File: config.mk
export PLATFORM = sky130hd
export DESIGN_NAME = fifo_read_ctrl
export DESIGN_NICKNAME = d
export VERILOG_FILES = /design/src/rtl/fifo_read_ctrl.sv
export SDC_FILE = /design/constraint.sdc
export NUM_CORES = 1
export LEC_CHECK = 0
export CAP_MARGIN = 20
export CORE_MARGIN = 4
export CORE_UTILIZATION = 32
export CTS_BUF_LIST = sky130_fd_sc_hd__clkbuf_8
export CTS_CLUSTER_DIAMETER = 80
export DETAILED_ROUTE_END_ITERATION = 8
export PLACE_DENSITY = 0.67
export SYNTH_ARGS = -nofsm -noshare
export SYNTH_HDL_FRONTEND = slang
export SYNTH_SLANG_ARGS = --single-unit
File: constraint.sdc
create_clock -name r_clk -period 1.6 [get_ports r_clk]
set_clock_uncertainty 0.05 [all_clocks]
set_input_delay 0.24 -clock r_clk [delete_from_list [all_inputs] [get_ports r_clk]]
set_output_delay 0.24 -clock r_clk [all_outputs]
set_load 0.02 [all_outputs]
File: src/rtl/fifo_read_ctrl.sv
// Read-side controller of the async FIFO (r_clk domain): issues RAM reads against the
// synced write pointer and presents words through a 2-entry first-word-fall-through buffer.
module fifo_read_ctrl #(
  parameter int DATA_WIDTH = 32,
  parameter int ADDR_WIDTH = 3
) (
  input  logic                  r_clk,
  input  logic                  reset,
  input  logic [ADDR_WIDTH:0]   wptr_gray_sync,
  output logic                  r_en,
  output logic [ADDR_WIDTH-1:0] r_adrs,
  input  logic [DATA_WIDTH-1:0] ram_rdata,
  output logic [ADDR_WIDTH:0]   rptr_gray,
  output logic                  empty,
  output logic [DATA_WIDTH-1:0] out_data,
  output logic                  out_valid,
  input  logic                  out_ready
);

  localparam int PW = ADDR_WIDTH + 1;

  function automatic logic [PW-1:0] gray2bin(input logic [PW-1:0] g);
    logic [PW-1:0] b;
    b = '0;
    b[PW-1] = g[PW-1];
    for (int i = PW - 2; i >= 0; i--) b[i] = b[i+1] ^ g[i];
    return b;
  endfunction

  function automatic logic [PW-1:0] bin2gray(input logic [PW-1:0] b);
    return b ^ (b >> 1);
  endfunction

  logic [PW-1:0]         rptr_bin;
  logic [PW-1:0]         rptr_inc;
  logic [PW-1:0]         wptr_bin;
  logic                  ram_empty;
  logic                  inflight;
  logic [1:0]            occ;
  logic [DATA_WIDTH-1:0] slot0;
  logic [DATA_WIDTH-1:0] slot1;
  logic                  pop;
  logic [2:0]            pending;
  logic                  has_slot;

  always_comb begin
    wptr_bin  = gray2bin(wptr_gray_sync);
    ram_empty = (rptr_bin == wptr_bin);
    rptr_inc  = rptr_bin + PW'(1);
    out_valid = (occ != 2'd0);
    out_data  = slot0;
    pop       = out_valid & out_ready;
    // Words already owned (buffered + in flight) minus the one leaving this cycle.
    pending   = {1'b0, occ} + {2'b00, inflight};
    has_slot  = pending < (3'd2 + {2'b00, pop});
    r_en      = !reset && !ram_empty && has_slot;
    r_adrs    = rptr_bin[ADDR_WIDTH-1:0];
    empty     = ram_empty && !inflight && (occ == 2'd0);
  end

  // Stage p0 -> p1: pointer advance and read-in-flight flag
  always_ff @(posedge r_clk) begin
    if (reset) begin
      rptr_bin  <= '0;
      rptr_gray <= '0;
      inflight  <= 1'b0;
    end else begin
      inflight <= r_en;
      if (r_en) begin
        rptr_bin  <= rptr_inc;
        rptr_gray <= bin2gray(rptr_inc);
      end
    end
  end

  // Stage p1 -> p2: capture returning RAM data into the output buffer
  always_ff @(posedge r_clk) begin
    if (reset) begin
      occ   <= 2'd0;
      slot0 <= '0;
      slot1 <= '0;
    end else begin
      case ({inflight, pop})
        2'b10: begin
          if (occ == 2'd0) slot0 <= ram_rdata;
          else             slot1 <= ram_rdata;
          occ <= occ + 2'd1;
        end
        2'b01: begin
          slot0 <= slot1;
          occ   <= occ - 2'd1;
        end
        2'b11: begin
          if (occ == 2'd2) begin
            slot0 <= slot1;
            slot1 <= ram_rdata;
          end else begin
            slot0 <= ram_rdata;
          end
        end
        default: ;
      endcase
    end
  end

endmodule
==> results.json <==
{
  "finalCoreUtilization": 0.584,
  "synth_area_leaders": "dfxtp_1, nand2_1, a211oi_1",
  "finalNonFillerCells": 617,
  "synth_area_um2": 3110,
  "rows": 35,
  "num_antenna_cells": 0,
  "async_reset_ff_frac": 0,
  "hold_class": "input pin to flip-flop",
  "synthToLayoutAreaGrowth_pct": 75.3,
  "top_layer_used": "met4",
  "drc": 0,
  "p_leak_nw": 2.33,
  "dp_cells": 577,
  "cp_max_fo": 5,
  "synth-edff-count": 0,
  "synthMuxAreaShare": 0.00967,
  "synth_cells": 365,
  "drive_above_1_share": 0.348,
  "yosys.area.top_type": "dfxtp_1",
  "dp_hpwl_um": 5450,
  "grt-ovfl-total": 0,
  "rrSetupSlack_ns": -0.39,
  "synth_most_common_cell": "nand2_1",
  "ys_ff_latch": 74,
  "synth_common_cells": "nand2_1, dfxtp_1, nor2_1, a21oi_1",
  "grt_pass1_vias": 3073,
  "cts_root_buf": "clkbuf_8",
  "cts_buffers": 9,
  "critPathLaunch": "occ[0]",
  "p_per_area_nw_per_um2": 2080,
  "rsz0062_at_grt": "yes",
  "met2_length_um": 5090,
  "ctsHtreeMaxLevel": 3,
  "finalWirelength_um": 10100,
  "die_h_um": 107,
  "period_needed_ns": 1.99,
  "hold_ws_ns": 0.333,
  "yosysUniqueCellTypes": 31,
  "cts.sinks": 74,
  "grt_usage": 0.170,
  "setup_violations": 73,
  "violations": "negative setup slack",
  "max_slew_margin": 0.429,
  "swShare": 0.401,
  "yosys_most_used_dff": "dfxtp_1",
  "yosys.area_share.simple": 0.169,
  "synth_fa_ha_area_frac": 0.0242,
  "p_comb_frac": 0.592,
  "fin_setup_tns_ns": -22.88,
  "grt_pass1_wl_um": 15400,
  "pwr-share-seq": 0.264,
  "yosysSeqAreaShare": 0.477,
  "netlist.area_leader.share": 0.477,
  "met1_length_um": 4330,
  "routed-via-count": 3127,
  "grt_antenna_before_repair": 0,
  "start_util": 0.333,
  "setup.worst_path.start_class": "flip-flop",
  "ant_nets": 0,
  "slew_viol_final": 0,
  "rr_endpoint": "slot1[25]",
  "place.port_buffers": 80,
  "p_clk_frac": 0.145,
  "period_share": 1.25,
  "die_area_um2": 11300,
  "netSwitchingPower_w": 0.00453,
  "routabilityCongestion": 0.766,
  "core_area_um2": 9330,
  "timing.final.ws_setup_ns": -0.395,
  "cts_tree": "yes",
  "hold_violations": 0,
  "synth-xor-area-share": 0.0366,
  "grt_max_degree": 70,
  "fmax_ghz": 0.501,
  "reg2reg_depth": 13,
  "clock_latency_ns": 0.34,
  "post_drt_wl_per_cell_um": 16.4,
  "p_int_w": 0.00678,
  "critPathArrivalTime_ns": 2.14,
  "ios": 81,
  "wl_met3_um": 489,
  "synth-compound-area-share": 0.238,
  "final_area_um2": 5450,
  "drtIter0Drc": 119,
  "cp.required_ns": 1.74,
  "crit_type": "flip-flop to flip-flop",
  "outcome": "complete, but fails checks",
  "syn_nets": 410,
  "drt-pass1-iter-count": 6,
  "vias_per_cell": 5.07,
  "tightest_slew_ns": 0.856,
  "placed_area_um2": 4320,
  "fp.dieW_um": 107,
  "maxCapViolations": 0,
  "cp-endpoint": "slot1[25]",
  "cts.path.max_buffers": 2,
  "avgSynthCellArea_um2": 8.51,
  "yosysWarnings": 0,
  "path_clk_slew_ns": 0.08,
  "r2r_start": "occ[0]",
  "synth_top_family_by_area": "compound AO/OA/AOI/OAI gates",
  "final_nets": 528,
  "end_kind": "flip-flop",
  "peakVddDrop_uv": 908
}
==> cells by family (layout without fill, tap and decap cells) <==
| family | count (synthesis) | after routing |
|---|---|---|
| and+or+nand+nor | 127 | 127 |
| AOI/OAI and AO/OA | 109 | 109 |
| DFF | 74 | 74 |
| buffers and inverters | 33 | 156 |
| xor gates and xnor gates | 13 | 13 |
| adders and majority gates | 6 | 6 |
| muxes | 3 | 3 |
==> cells in the final DEF, fill, tap and decap left out, types with 9 or more instances in the layout <==
cell type,synthesis,layout
a211oi_2,0,12
buf_6,1,17
nor2_1,37,35
clkbuf_8,0,9
buf_4,0,22
dfxtp_1,74,68
nand2_1,75,67
dlygate4sd2_1,0,20
a21oi_1,34,28
clkdlybuf4s50_1,0,37
a211oi_1,32,20
a22oi_2,0,32
buf_12,0,10
dlymetal6s2s_1,0,19
==> state kept, by name, indices dropped and copies added (netlist names) <==
| signal | flops |
|---|---|
| inflight | 1 |
| occ | 2 |
| out_data | 32 |
| rptr_bin | 3 |
| rptr_gray | 4 |
| slot1 | 32 |
==> worst min path at each step <==
stage                     slack [ns]            to  cells after the start         start
after floorplan                 0.33      slot1[0]                      2  ram_rdata[0]
after global placement          0.39     slot1[16]                      2     slot1[16]
after detailed placement        0.40      slot1[2]                      2      slot1[2]
after CTS                       0.32  rptr_gray[3]                      5         reset
after global routing            0.36  rptr_gray[3]                      5         reset
final                           0.33  rptr_gray[3]                      5         reset
==> final cells by class <==
cell class	count	area, µm²
Inverter	5	21.3
Fill cell	797	3880
Multi-Input combinational cell	258	1980
Sequential cell	74	1490
Clock buffer	9	124
Clock inverter	7	98.8
Tap cell	129	161
Timing Repair Buffer	135	1570
==> worst max-delay path: stages, from the launching register on <==
cell	delay, ns
dfxtp_4	0.36
buf_6	0.11
o21ai_4	0.13
buf_6	0.12
inv_4	0.04
ha_4	0.17
buf_6	0.13
nor2_4	0.13
a21oi_4	0.05
and2_4	0.18
buf_6	0.13
buf_12	0.13
nand2_1	0.06
a21oi_1	0.06
==> per-stage QoR <==
step / power, W / setup slack, ns
floorplan: 0.00586 / -0.105
global placement: 0.00789 / -0.717
detailed placement: 0.00798 / -0.776
CTS: 0.0110 / -0.393
global route: 0.0120 / -0.481
finish: 0.0113 / -0.395
==> layer usage <==
layer | GRT usage | up-vias
met5 | 0 | -
met4 | 0.0584 | 0
met3 | 0.0401 | 23
met2 | 0.293 | 87
met1 | 0.207 | 1507
li1 | - | 1510
==> what timing repair did <==
| action | 4_1_cts | 5_1_grt |
|---|---|---|
| gates cloned | 7 | 4 |
| setup buffers | 18 | 1 |
| hold buffers | 0 | 0 |
| gates resized for setup | 131 | 54 |
| endpoints found under the setup margin | 87 | 94 |
| pin swaps | 75 | 12 |
==> power by group through the flow <==
stage          Clock [W]  Combinational (W)  Sequential [W]
2_1_floorplan          0            0.00229         0.00357
3_3_place_gp           0            0.00494         0.00295
3_5_place_dp           0            0.00501         0.00298
4_1_cts          0.00166            0.00638         0.00298
5_1_grt          0.00177            0.00717         0.00307
6_report         0.00164            0.00669         0.00298
No activity file was read; power rests on OpenSTA's default activity.
